## src/rtl/mips_pkg.sv

```systemverilog
// Shared types for the multi-cycle MIPS control path: the sequencer state
// encoding consumed by both the control FSM and the instruction decoder.
package mips_pkg;

  localparam int STATE_W = 3;

  typedef enum logic [STATE_W-1:0] {
    FETCH  = 3'd0,
    EXEC1  = 3'd1,
    EXEC2  = 3'd2,
    MULDIV = 3'd3,
    HALT   = 3'd4
  } state_t;

endpackage

```

## src/rtl/mips_wait_timer.sv

```systemverilog
// Counts consecutive stalled memory-access cycles and flags the cycle in which
// the stall has lasted WAIT_TIMEOUT cycles; a zero timeout disables the flag.
module mips_wait_timer #(
  parameter int WAIT_TIMEOUT = 0,
  parameter int CNT_W        = 8
) (
  input  logic clk,
  input  logic reset_n,
  input  logic req,
  input  logic waitrequest,
  output logic timeout_hit
);

  logic [CNT_W-1:0] wait_cnt;
  logic             stalled;

  assign stalled = req & waitrequest;

  // Saturating run-length of the current stall; any unstalled cycle restarts it.
  always_ff @(posedge clk or negedge reset_n) begin
    if (!reset_n) begin
      wait_cnt <= '0;
    end else if (!stalled) begin
      wait_cnt <= '0;
    end else if (wait_cnt != '1) begin
      wait_cnt <= wait_cnt + 1'b1;
    end
  end

  generate
    if (WAIT_TIMEOUT == 0) begin : g_timeout_off
      assign timeout_hit = 1'b0;
    end else begin : g_timeout_on
      assign timeout_hit = stalled && (wait_cnt == CNT_W'(WAIT_TIMEOUT - 1));
    end
  endgenerate

endmodule

```

## src/rtl/mips_control_fsm.sv

```systemverilog
// Multi-cycle sequencer for the MIPS core: fetch/execute state register,
// HI/LO latency wait, bus wait-request timeout and datapath strobes.
module mips_control_fsm
  import mips_pkg::*;
#(
  parameter int MULT_LATENCY = 4,
  parameter int DIV_LATENCY  = 32,
  parameter int WAIT_TIMEOUT = 0,
  parameter int CNT_W        = 8
) (
  input  logic   clk,
  input  logic   reset_n,
  input  logic   waitrequest,
  input  logic   halt_req,
  input  logic   is_load,
  input  logic   is_store,
  input  logic   is_mult,
  input  logic   is_div,
  output state_t state,
  output logic   active,
  output logic   ir_write,
  output logic   pc_cnt_en,
  output logic   mem_read,
  output logic   mem_write,
  output logic   muldiv_start,
  output logic   muldiv_done,
  output logic   bus_error
);

  localparam int CNT_MAX = (2 ** CNT_W) - 1;

  generate
    if (MULT_LATENCY < 1 || DIV_LATENCY < 1) begin : g_bad_latency
      $error("mips_control_fsm: MULT_LATENCY and DIV_LATENCY must be >= 1");
    end
    if (MULT_LATENCY > CNT_MAX || DIV_LATENCY > CNT_MAX || WAIT_TIMEOUT > CNT_MAX) begin : g_bad_width
      $error("mips_control_fsm: CNT_W too narrow for the latency/timeout parameters");
    end
  endgenerate

  state_t           next_state;
  logic [CNT_W-1:0] lat_cnt;
  logic [CNT_W-1:0] next_lat;
  logic             rd_req;
  logic             wr_req;
  logic             timeout_hit;

  // Raw access requests feed the timer before any timeout suppression.
  assign rd_req = ((state == FETCH) && !halt_req) || ((state == EXEC1) && is_load);
  assign wr_req = (state == EXEC1) && !is_load && is_store;
  assign active = (state != HALT);

  mips_wait_timer #(
    .WAIT_TIMEOUT(WAIT_TIMEOUT),
    .CNT_W       (CNT_W)
  ) u_wait_timer (
    .clk        (clk),
    .reset_n    (reset_n),
    .req        (rd_req | wr_req),
    .waitrequest(waitrequest),
    .timeout_hit(timeout_hit)
  );

  always_ff @(posedge clk or negedge reset_n) begin
    if (!reset_n) begin
      state     <= FETCH;
      lat_cnt   <= '0;
      bus_error <= 1'b0;
    end else begin
      state     <= next_state;
      lat_cnt   <= next_lat;
      bus_error <= bus_error | timeout_hit;
    end
  end

  always_comb begin
    next_state   = state;
    next_lat     = lat_cnt;
    mem_read     = rd_req;
    mem_write    = wr_req;
    ir_write     = 1'b0;
    pc_cnt_en    = 1'b0;
    muldiv_start = 1'b0;
    muldiv_done  = 1'b0;
    case (state)
      FETCH: begin
        if (halt_req) begin
          next_state = HALT;
        end else if (!waitrequest) begin
          // Held low while reset is asserted so only mem_read shows in reset.
          ir_write   = reset_n;
          next_state = EXEC1;
        end
      end
      EXEC1: begin
        if (is_load) begin
          if (!waitrequest) next_state = EXEC2;
        end else if (is_store) begin
          if (!waitrequest) begin
            pc_cnt_en  = 1'b1;
            next_state = FETCH;
          end
        end else if (is_mult) begin
          muldiv_start = 1'b1;
          next_lat     = CNT_W'(MULT_LATENCY - 1);
          next_state   = MULDIV;
        end else if (is_div) begin
          muldiv_start = 1'b1;
          next_lat     = CNT_W'(DIV_LATENCY - 1);
          next_state   = MULDIV;
        end else begin
          pc_cnt_en  = 1'b1;
          next_state = FETCH;
        end
      end
      EXEC2: begin
        pc_cnt_en  = 1'b1;
        next_state = FETCH;
      end
      MULDIV: begin
        if (lat_cnt != '0) begin
          next_lat = lat_cnt - 1'b1;
        end else begin
          muldiv_done = 1'b1;
          pc_cnt_en   = 1'b1;
          next_state  = FETCH;
        end
      end
      HALT:    next_state = HALT;
      default: next_state = FETCH;
    endcase
    // A timed-out access aborts everything and parks the core.
    if (timeout_hit) begin
      next_state   = HALT;
      mem_read     = 1'b0;
      mem_write    = 1'b0;
      ir_write     = 1'b0;
      pc_cnt_en    = 1'b0;
      muldiv_start = 1'b0;
      muldiv_done  = 1'b0;
    end
  end

endmodule

```

## config.mk

```make
export PLATFORM = sky130hd
export DESIGN_NAME = mips_control_fsm
export DESIGN_NICKNAME = d
export VERILOG_FILES = /design/src/rtl/mips_pkg.sv /design/src/rtl/mips_wait_timer.sv /design/src/rtl/mips_control_fsm.sv
export SDC_FILE = /design/constraint.sdc
export NUM_CORES = 1
export LEC_CHECK = 0
export CORE_UTILIZATION = 47
export CTS_CLUSTER_SIZE = 20
export DETAILED_ROUTE_END_ITERATION = 16
export PLACE_DENSITY = 0.82
export SLEW_MARGIN = 0
export SYNTH_ARGS = -nofsm -noshare
export SYNTH_HDL_FRONTEND = slang
export SYNTH_SLANG_ARGS = --single-unit
export TNS_END_PERCENT = 50
```

## constraint.sdc

```tcl
create_clock -name clk -period 2.1 [get_ports clk]
set_clock_uncertainty 0.2 [all_clocks]
set_input_delay 0.42 -clock clk [delete_from_list [all_inputs] [get_ports clk]]
set_output_delay 0.42 -clock clk [all_outputs]
set_load 0.02 [all_outputs]
```

==> flow_summary.toml <==
[critical_path]
timing.rr.end = "state[1]"
startpoint = "lat_cnt[1]"
cpLargestDelayFamily = "flip-flops"
rrSetupSlack_ps = -100
cp_max_fo = 2
critical_path_depth = 6
crit_chain = "inv_2 -> ha_4 -> nor3b_4 -> nand2_4 -> a311oi_2 -> buf_4"
rr_worst_depth = 9
cp.required_ps = 1480
worstSetupEndpointType = "primary output"
r2r_start = "lat_cnt[1]"
cp.arrival_ps = 1690
startpoint_type = "register"
cpMaxStageDelayCell = "dfrtp_1"
worstSetupPathType = "register to primary output"
critPathBufInv = 2
endpoint = "pc_cnt_en"
slowest_delay_ps = 390

[power]
power_switching_uw = 610
p_leak_uw = 0.000675
peakVddDrop_v = 0.000838
internal_power_uw = 833
p_per_area_nw_per_um2 = 1070
sw_frac_of_total_pct = 42.3
clock_power_share_pct = 10.5
combPwrFrac_pct = 61.2
seqPwrFrac_pct = 28.4

[floorplan]
io_pins = 19
start_util_pct = 50.9
num_rows = 14
core-area_sq_um = 1520
fp.dieH_microns = 42.6
dieArea_sq_um = 1820
die_w_microns = 42.6

[timing]
finalSetupViolations = 11
rsz0062_at_grt = "true"
fin_crit_sh_pct = 110
hold_violations = 0
clock.fmax_mhz = 433
finalSetupTns_ps = -792
period_needed_ps = 2310
slew_violations = 0
setup_slack_ps = -208

[detailed_routing]
vias = 1030
vias_per_cell = 6.48
drt-initial-drc-count = 67
drc = 0
ant_nets = 0
first_pass_iters = 5
wire_per_inst_microns = 20.9
wirelength_microns = 3330

[synthesis]
syn_nets = 101
synth_top_area_share_pct = 35.5
yosysSeqAreaShare_pct = 35.5
netlist_area_sq_um = 776
synth_cell_types = 37
synth_top_area_cell = "dfrtp_1"
syn_inst = 91
ys_ff_latch = 11
synth_area_leaders = "dfrtp_1 (35%), a21oi_1 (3.9%), nand2_1 (3.9%)"
yosysWarnings = 0
syn_area_per_cell_sq_um = 8.52

[layout]
layout_commonest_cell = "buf_4"
seq_area_sq_um = 279
drive_above_1_share_pct = 51.7
layout.nets = 154
fill_cells = 68
multi_input_area_sq_um = 567
fin_area_sq_um = 1350
diodes = 0
layout_common_cells = "buf_4 (36), dfrtp_1 (8), nand2_1 (7)"
syn_to_final_growth_pct = 74.2

[global_route]
antenna_found_initial = 0
grt_start_max_net_pins = 12
overflow = 0
grt_pass1_wl_microns = 4480
grt_usage_pct = 33.3
grt_pass1_vias = 988

[clock_tree]
hold_buffers = 0
clkLatencyLatePin_ps = 280
cts_buffer_depth = 2
numCtsBuffers = 3
htree_levels = 1
clock_sinks = 11
cts-root-buf = "clkbuf_4"
clk_pin_slew_ps = 70
cts_tree = "yes"

[place]
io_buffers = 17
place_area_sq_um = 1170
hpwlAfterDp_microns = 1820
gp_congestion = 0.903

[status]
outcome = "finished with violations"
violations = "setup timing"

[run]
cap_violations = 0

[min_path]
hold_class = "input pin to asynchronous set/reset pin"
==> registers in the layout, indices dropped and copies added (netlist names) <==
register	flops
lat_cnt	8
state	3
==> how the worst min path moves through the flow <==
stage | startpoint | to | slack (ps) | depth (start not counted)
global route | reset_n | lat_cnt[2] | 300 | 2
finish | reset_n | state[2] | 310 | 2
detailed placement | lat_cnt[7] | lat_cnt[7] | 350 | 3
CTS | reset_n | state[2] | 310 | 2
floorplan | reset_n | lat_cnt[0] | -80 | 0
global placement | lat_cnt[7] | lat_cnt[7] | 330 | 3
==> cells in the mapped netlist <==
cell type   n
a22o_1      2
o2bb2ai_1   1
inv_1       7
o31ai_1     3
o21ba_2     1
o21a_1      1
conb_1      1
o21ai_1     1
or2_2       2
a22o_2      1
nor4b_1     1
nand2_1     8
nand2b_1    2
nor4_1      3
or3_2       2
a2111o_1    1
nand4_1     2
a31oi_1     1
a211oi_1    1
mux2i_1     1
nor2_1      5
nor3_1      4
or4_4       1
a21oi_1     6
and3b_1     1
nand3b_4    1
buf_2       3
a211o_1     2
dfrtp_1    11
buf_4       1
or4_1       1
and2_1      1
o21ai_0     5
nor3b_1     2
a311oi_1    1
ha_1        2
clkbuf_1    2
==> layer usage <==
layer / track usage, % / wire, microns / up-vias
met5: 0 / 0 / -
met4: 15.6 / 194 / 0
met3: 12.5 / 342 / 31
met2: 52.7 / 1520 / 80
met1: 39.5 / 1270 / 485
li1: - / - / 434
==> area by class of cell <==
cell class	count	share of cell area, %
Sequential cell	11	20.6
Tap cell	16	1.48
Clock buffer	4	1.94
Inverter	7	2.13
Multi-Input combinational cell	67	41.9
Timing Repair Buffer	54	31.9
==> logic make-up after synthesis <==
| family | count (synthesis) | synth area share, % |
|---|---|---|
| other | 1 | 0.483 |
| flip-flops | 11 | 35.5 |
| AO/OA/AOI/OAI | 27 | 24.2 |
| AND/OR/NAND/NOR | 36 | 28.1 |
| adder cells (fa/ha/maj) | 2 | 3.23 |
| multiplexers | 1 | 1.29 |
| buffers and inverters | 13 | 7.26 |
==> through the flow <==
stage               hold slack, ps  utilization (%)  instances  setup slack, ps  total power [uW]
finish                         314             88.7        159             -208              1440
global placement               328             76.6        148             -651              1030
floorplan                    -75.6                -         91             12.9               699
detailed placement             351             76.6        148             -738              1060
global route                   301             88.7        159             -260              1520
CTS                            311             84.2        158             -121              1320
==> power by group through the flow <==
stage | sequential [uW] | clock (uW) | combinational, uW
after floorplan | 392 | 0 | 307
after CTS | 385 | 145 | 792
final | 409 | 151 | 883
after detailed placement | 371 | 0 | 686
after global routing | 415 | 165 | 936
after global placement | 362 | 0 | 663
==> timing repair <==
item,4_1_cts,5_1_grt
setup endpoints to repair,7,9
resized for setup,50,18
pin swaps,9,7
setup buffers,6,5
Note: power is estimated with default switching activity, not from simulation.
